==> config.mk <==
export PLATFORM = sky130hd
export DESIGN_NAME = exu_div_issue_ctl
export DESIGN_NICKNAME = d
export VERILOG_FILES = /design/src/rtl/swerv_types.sv /design/src/rtl/div_req_fifo.sv /design/src/rtl/exu_div_issue_ctl.sv
export SDC_FILE = /design/constraint.sdc
export NUM_CORES = 1
export LEC_CHECK = 0
export ABC_AREA = 1
export CAP_MARGIN = 20
export CORE_UTILIZATION = 46
export DETAILED_ROUTE_END_ITERATION = 16
export PLACE_DENSITY = 0.83
export RECOVER_POWER = 100
export SLEW_MARGIN = 20
export SYNTH_ARGS = -nofsm -noshare
export SYNTH_HDL_FRONTEND = slang
export SYNTH_SLANG_ARGS = --single-unit
==> constraint.sdc <==
create_clock -name clk_i -period 8.15 [get_ports clk_i]
set_input_delay 1.63 -clock clk_i [delete_from_list [all_inputs] [get_ports clk_i]]
set_output_delay 1.63 -clock clk_i [all_outputs]
set_load 0.005 [all_outputs]
==> src/rtl/swerv_types.sv <==
// Shared divider types: the control packet sent to exu_div_ctl and the
// request record buffered by the issue sequencer.
package swerv_types;

  localparam int DIV_XLEN  = 64;
  localparam int DIV_TAG_W = 5;

  typedef struct packed {
    logic valid;
    logic unsign;
    logic rem;
  } div_pkt_t;

  typedef struct packed {
    logic [DIV_XLEN-1:0]  dividend;
    logic [DIV_XLEN-1:0]  divisor;
    logic                 unsign;
    logic                 rem;
    logic [DIV_TAG_W-1:0] tag;
  } div_req_t;

endpackage

==> src/rtl/div_req_fifo.sv <==
// Small circular request buffer for divide requests with synchronous clear.
module div_req_fifo
  import swerv_types::*;
#(
  parameter  int DEPTH = 2,
  localparam int CNT_W = $clog2(DEPTH + 1)
) (
  input  logic             clk_i,
  input  logic             rst_i,
  input  logic             clr_i,
  input  logic             push_i,
  input  div_req_t         push_data_i,
  input  logic             pop_i,
  output div_req_t         head_o,
  output logic [CNT_W-1:0] count_o,
  output logic             full_o,
  output logic             empty_o
);

  localparam int PTR_W = (DEPTH > 1) ? $clog2(DEPTH) : 1;

  div_req_t         mem_q [DEPTH];
  logic [PTR_W-1:0] wr_ptr_q, rd_ptr_q;
  logic [CNT_W-1:0] count_q;
  logic             do_push, do_pop;

  function automatic logic [PTR_W-1:0] ptr_inc(input logic [PTR_W-1:0] p);
    return (p == PTR_W'(DEPTH - 1)) ? '0 : p + PTR_W'(1);
  endfunction

  assign full_o  = (count_q == CNT_W'(DEPTH));
  assign empty_o = (count_q == '0);
  assign count_o = count_q;
  assign head_o  = mem_q[rd_ptr_q];
  assign do_push = push_i & ~full_o;
  assign do_pop  = pop_i & ~empty_o;

  // NOTE: sequential state uses non-blocking (<=) so every flop samples pre-edge values.
  always_ff @(posedge clk_i) begin
    if (rst_i || clr_i) begin
      wr_ptr_q <= '0;
      rd_ptr_q <= '0;
      count_q  <= '0;
    end else begin
      if (do_push) wr_ptr_q <= ptr_inc(wr_ptr_q);
      if (do_pop)  rd_ptr_q <= ptr_inc(rd_ptr_q);
      case ({do_push, do_pop})
        2'b10:   count_q <= count_q + CNT_W'(1);
        2'b01:   count_q <= count_q - CNT_W'(1);
        default: count_q <= count_q;
      endcase
    end
  end

  // NOTE: storage is deliberately not reset; count/pointers decide which entries are live.
  always_ff @(posedge clk_i) begin
    if (do_push) mem_q[wr_ptr_q] <= push_data_i;
  end

endmodule

==> src/rtl/exu_div_issue_ctl.sv <==
// Initiator-side sequencer for exu_div_ctl: buffers requests, issues one at a
// time, holds operands while the divider runs, and returns result or timeout.
module exu_div_issue_ctl
  import swerv_types::*;
#(
  parameter int XLEN    = DIV_XLEN,   // must match the package record width
  parameter int DEPTH   = 2,
  parameter int TAG_W   = DIV_TAG_W,
  parameter int TIMEOUT = 128
) (
  input  logic             clk_i,
  input  logic             rst_i,
  input  logic             flush_i,
  input  logic             req_valid_i,
  output logic             req_ready_o,
  input  logic [XLEN-1:0]  req_dividend_i,
  input  logic [XLEN-1:0]  req_divisor_i,
  input  logic             req_unsign_i,
  input  logic             req_rem_i,
  input  logic [TAG_W-1:0] req_tag_i,
  output div_pkt_t         div_dp_o,
  output logic [XLEN-1:0]  div_dividend_o,
  output logic [XLEN-1:0]  div_divisor_o,
  output logic             div_flush_o,
  input  logic             div_finish_i,
  input  logic [XLEN-1:0]  div_out_i,
  output logic             rsp_valid_o,
  input  logic             rsp_ready_i,
  output logic [XLEN-1:0]  rsp_data_o,
  output logic [TAG_W-1:0] rsp_tag_o,
  output logic             rsp_err_o,
  output logic             busy_o
);

  typedef enum logic [1:0] {S_IDLE, S_ISSUE, S_WAIT, S_RESP} state_e;

  localparam int CNT_W  = (TIMEOUT > 1) ? $clog2(TIMEOUT) : 1;
  localparam int FCNT_W = $clog2(DEPTH + 1);

  state_e            state_q, state_d;
  logic [CNT_W-1:0]  cnt_q, cnt_d;
  div_req_t          hold_q, hold_d;
  logic [XLEN-1:0]   rsp_data_q, rsp_data_d;
  logic [TAG_W-1:0]  rsp_tag_q, rsp_tag_d;
  logic              rsp_err_q, rsp_err_d;

  div_req_t          push_req, head;
  logic [FCNT_W-1:0] fifo_count;
  logic              fifo_full, fifo_empty, push, pop, timeout_abort, issue;

  assign push_req = '{dividend: req_dividend_i, divisor: req_divisor_i,
                      unsign: req_unsign_i, rem: req_rem_i, tag: req_tag_i};

  // No bypass: a full buffer refuses requests even while it is being popped.
  assign req_ready_o = ~fifo_full & ~flush_i & ~rst_i;
  assign push        = req_valid_i & req_ready_o;

  div_req_fifo #(.DEPTH(DEPTH)) u_fifo (
    .clk_i       (clk_i),
    .rst_i       (rst_i),
    .clr_i       (flush_i),
    .push_i      (push),
    .push_data_i (push_req),
    .pop_i       (pop),
    .head_o      (head),
    .count_o     (fifo_count),
    .full_o      (fifo_full),
    .empty_o     (fifo_empty)
  );

  // NOTE: every always_comb output gets a default first so no path infers a latch.
  always_comb begin
    state_d       = state_q;
    cnt_d         = cnt_q;
    hold_d        = hold_q;
    rsp_data_d    = rsp_data_q;
    rsp_tag_d     = rsp_tag_q;
    rsp_err_d     = rsp_err_q;
    pop           = 1'b0;
    timeout_abort = 1'b0;
    unique case (state_q)
      S_IDLE: if (!fifo_empty) state_d = S_ISSUE;
      S_ISSUE: begin
        pop     = 1'b1;
        hold_d  = head;
        cnt_d   = '0;
        state_d = S_WAIT;
      end
      S_WAIT: begin
        cnt_d = cnt_q + CNT_W'(1);
        if (div_finish_i) begin
          rsp_data_d = div_out_i;
          rsp_tag_d  = hold_q.tag;
          rsp_err_d  = 1'b0;
          state_d    = S_RESP;
        end else if (cnt_q == CNT_W'(TIMEOUT - 1)) begin
          timeout_abort = 1'b1;
          rsp_data_d    = '0;
          rsp_tag_d     = hold_q.tag;
          rsp_err_d     = 1'b1;
          state_d       = S_RESP;
        end
      end
      S_RESP: if (rsp_ready_i) state_d = S_IDLE;
      default: state_d = S_IDLE;
    endcase
    // Flush overrides finish, timeout and the response handshake.
    if (flush_i) begin
      state_d = S_IDLE;
      cnt_d   = '0;
    end
  end

  always_ff @(posedge clk_i) begin
    if (rst_i) begin
      state_q    <= S_IDLE;
      cnt_q      <= '0;
      hold_q     <= '0;
      rsp_data_q <= '0;
      rsp_tag_q  <= '0;
      rsp_err_q  <= 1'b0;
    end else begin
      state_q    <= state_d;
      cnt_q      <= cnt_d;
      hold_q     <= hold_d;
      rsp_data_q <= rsp_data_d;
      rsp_tag_q  <= rsp_tag_d;
      rsp_err_q  <= rsp_err_d;
    end
  end

  assign issue       = (state_q == S_ISSUE);
  assign div_flush_o = flush_i | timeout_abort | rst_i;

  always_comb begin
    div_dp_o       = '0;
    div_dividend_o = '0;
    div_divisor_o  = '0;
    rsp_valid_o    = 1'b0;
    rsp_data_o     = '0;
    rsp_tag_o      = '0;
    rsp_err_o      = 1'b0;
    busy_o         = 1'b0;
    if (!rst_i) begin
      div_dp_o.valid  = issue;
      div_dp_o.unsign = issue ? head.unsign : hold_q.unsign;
      div_dp_o.rem    = issue ? head.rem : hold_q.rem;
      div_dividend_o  = issue ? head.dividend : hold_q.dividend;
      div_divisor_o   = issue ? head.divisor : hold_q.divisor;
      rsp_valid_o     = (state_q == S_RESP);
      rsp_data_o      = rsp_data_q;
      rsp_tag_o       = rsp_tag_q;
      rsp_err_o       = rsp_err_q;
      busy_o          = (state_q != S_IDLE) | (fifo_count != '0);
    end
  end

endmodule

==> key figures <==
Place
  • Setup WS pre-CTS: 2.06 ns
  • Port Buffers: 409
  • Post-DP HPWL: 31.4 mm
  • Gpl congestion: 0.910
  • Post-DP Area: 23,000 sq um

Setup path
  • R2r endpoint: u_fifo.mem_q[0][82]
  • Worst setup path start: rst_i
  • Crit Path Category: primary input to output port
  • Most frequent cell on the critical path: dlygate4sd3_1
  • Worst-path fanout max: 87
  • Reg-to-reg slack, setup: 3.48 ns
  • Req. time, crit path: 6.52 ns
  • Setup crit end kind: output port
  • Max incr delay on CP: 0.78 ns
  • CP Launch Type: primary input
  • Worst r2r src: u_fifo.count_o[0]
  • Worst reg-to-reg path cell count: 5
  • Crit-path slowest cell: clkbuf_1
  • Crit path DAT: 5.06 ns
  • CP Buf/Inv Count: 4
  • Largest delay contributor family on the critical path: buffers and inverters
  • Critical path cell sequence: dlygate4sd3_1 > inv_4 > clkbuf_1 > o21ai_0 > a21oi_1 > dlygate4sd3_1

STA
  • Final Cycle Share: 82.1%
  • Hold Slack: 0.470 ns
  • Fin. max-slew vios: 328
  • Final Critical Period: 6.69 ns
  • Worst Skew: 0.0166 ns
  • Setup violators final: 0
  • Fmax: 149 MHz
  • RSZ-0062 raised after global routing: no
  • Slew HR: -110%
  • Worst slew pin tran: 3.14 ns
  • Post-route worst setup slack: 1.46 ns
  • Hold Vio Cnt, Final: 0

Power and ir drop
  • Maximum VDD drop: 0.190 mV
  • Power Density: 217 nW/um^2
  • Lkg Pwr: 0.0104 uW

Global routing
  • Maximum number of pins on one net before global-route repair: 104
  • First-pass GRT wire length: 74.1 mm
  • Total grt overflow: 0
  • Vias in the first global route: 13,800
  • Initial antenna violation count: 26
  • Global Route Usage Sum: 22.8%

Synthesis
  • Simple-Gate Fraction of Synth Area: 6.14%
  • Cells after Synth: 1,650
  • Post-Syn Nets: 1,862
  • Sequential cell area fraction in the yosys report: 66.5%
  • Synth Area in Adders: 0.466%
  • XOR/XNOR Fraction of Synth Area: 0.0466%
  • Synthesis Warnings: 0
  • Mux contribution to synthesized area: 0%
  • EDFF count, synth: 270
  • Netlist cell types: 34
  • Post-Syn Area: 18,800 sq um
  • Compound-gate portion of the synthesized area: 19.9%
  • Largest family of logic cells by synthesized area: compound AO/OA/AOI/OAI gates
  • Synth async-reset ratio: 0%
  • Syn avg cell area: 11.4 sq um
  • Seq cells post-synth: 489
  • Primary FF master, synth: edfxtp_1

Clock network
  • Clock Sinks: 489
  • Root buffer cell: clkbuf_16
  • CTS tree: done
  • Clock Path Buffers: 3
  • Clk pin slew, worst setup/hold paths: 0.06 ns
  • Num CTS Buffers: 50
  • Post CTS Setup Buffer Count: 0
  • H-tree levels: 2
  • Worst-skew pair later-pin latency: 0.58 ns
  • CTS resizes: 0
  • Hold-fix buffers, CTS: 0

Floorplanning
  • Die Area: 41,600 sq um
  • Rows: 73
  • Core area: 40,000 sq um
  • Initial core utilization: 46.9%
  • Die Span Y: 204 microns
  • Die width: 204 microns
  • I/O pin count: 410

Outcome
  • Outcome: complete, but fails checks
  • Violated checks: max-capacitance violations, max-slew violations

Detailed routing
  • Drt drc: 0
  • WL/cell: 18.6 microns
  • Vias/cell: 5.32
  • Vias: 13,900
  • Top layer in use: met5
  • Routed met1 length: 18.9 mm
  • Met2 WL post-DR: 23.9 mm
  • Drt total wl: 48.8 mm
  • DR pass1 iterations: 5
  • Metal3 WL: 3.98 mm
  • Initial DRC count: 1,128
  • Post-route ant nets: 0

Finish
  • Fin util: 61.6%
  • Layout area overhead: 31.3%
  • Most frequent cells in the layout: dlygate4sd3_1 (341), a21oi_1 (285), edfxtp_1 (270)
  • Commonest non-fill, non-tap cell in the layout: dlygate4sd3_1
  • Post-route cell area: 24,600 sq um
  • Nets: 2,240
  • Share of cells above drive strength 1: 11.4%
  • # fillers: 2,979

Worst hold path
  • HP Class: flip-flop to flip-flop
  • Hold depth: 2
  • Hold path startpoint: cnt_q[5]
  • Hold Path Sink: cnt_q[5]

Job
  • MaxCap Viol Count: 7
[worst max-delay path by stage]
| stage | end | slack, ns | cells past startpoint |
|---|---|---|---|
| after floorplan | u_fifo.mem_q[0][0] | -0.20 | 4 |
| after global placement | div_dividend_o[46] | 2.13 | 6 |
| after detailed placement | div_dividend_o[50] | 2.06 | 6 |
| after CTS | div_dividend_o[42] | 2.02 | 6 |
| after global routing | u_fifo.mem_q[0][82] | 1.13 | 5 |
| final | div_dividend_o[38] | 1.46 | 6 |
[worst register-to-register path, delay by kind of cell (launching register included)]
kind / cells / cell delay [ns]
and+or+nand+nor: 3 / 1.94
DFF: 1 / 0.42
buffers and inverters: 2 / 1.86
[Yosys cell counts, types with 3 or more instances]
| cell | instances | area, sq um |
|---|---|---|
| edfxtp_1 | 270 | 8110 |
| o22ai_1 | 54 | 338 |
| o21ai_0 | 141 | 706 |
| clkbuf_2 | 3 | 15.0 |
| ha_1 | 7 | 87.6 |
| buf_4 | 17 | 128 |
| buf_2 | 28 | 140 |
| inv_1 | 153 | 574 |
| o22ai_2 | 10 | 125 |
| a21oi_2 | 129 | 1130 |
| a21oi_1 | 284 | 1420 |
| dfxtp_1 | 219 | 4380 |
| buf_6 | 8 | 90.1 |
| nand2_1 | 221 | 830 |
| clkbuf_1 | 29 | 109 |
| nor2_1 | 38 | 143 |
| nand3_1 | 9 | 45.0 |
| buf_12 | 10 | 200 |
[power by group]
| group | internal, uW | switching, uW | leakage [uW] |
|---|---|---|---|
| sequential | 2660 | 15.4 | 0.00422 |
| clock | 1400 | 928 | 0.000835 |
| combinational | 162 | 174 | 0.00538 |
[layer usage]
| metal | track usage [%] | vias up |
|---|---|---|
| met1 | 27.0 | 6617 |
| li1 | - | 6577 |
| met5 | 0 | - |
| met2 | 38.6 | 604 |
| met4 | 11.2 | 6 |
| met3 | 5.93 | 127 |
[logic make-up (layout without fill, tap and decap cells)]
logic type      count (synthesis)  count (layout)
compound gates                620             620
flops                         489             489
simple gates                  280             280
buf+inv                       253             671
fa+ha+maj                       7               7
xor+xnor                        1               1
other cells                     0              26
[through the flow]
step / power [uW] / std cells / TNS, ns
after floorplan: 2880 / 1650 / -53.96
after global placement: 3070 / 2501 / 0
after detailed placement: 3090 / 2501 / 0
after CTS: 5410 / 2593 / 0
after global routing: 5510 / 2609 / 0
final: 5340 / 2619 / 0
[layout make-up]
class,instances,area (sq um),area share [%]
sequential,489,12500,50.7
multi-input combinational,908,4960,20.1
timing repair buffer,422,4180,17.0
clock buffer,68,1410,5.73
tap,525,657,2.67
inverter,157,602,2.44
clock inverter,24,275,1.12
antenna,26,65.1,0.264
[registers in the layout, indices dropped and copies added (netlist names), named ones only]
name             flops
cnt_q                7
hold_q             135
rsp_data_q          64
rsp_err_q            1
rsp_tag_q            5
state_q              2
u_fifo.count_o       2
u_fifo.mem_q       270
u_fifo.rd_ptr_q      1
u_fifo.wr_ptr_q      1
(Power assumes the default switching activity.)
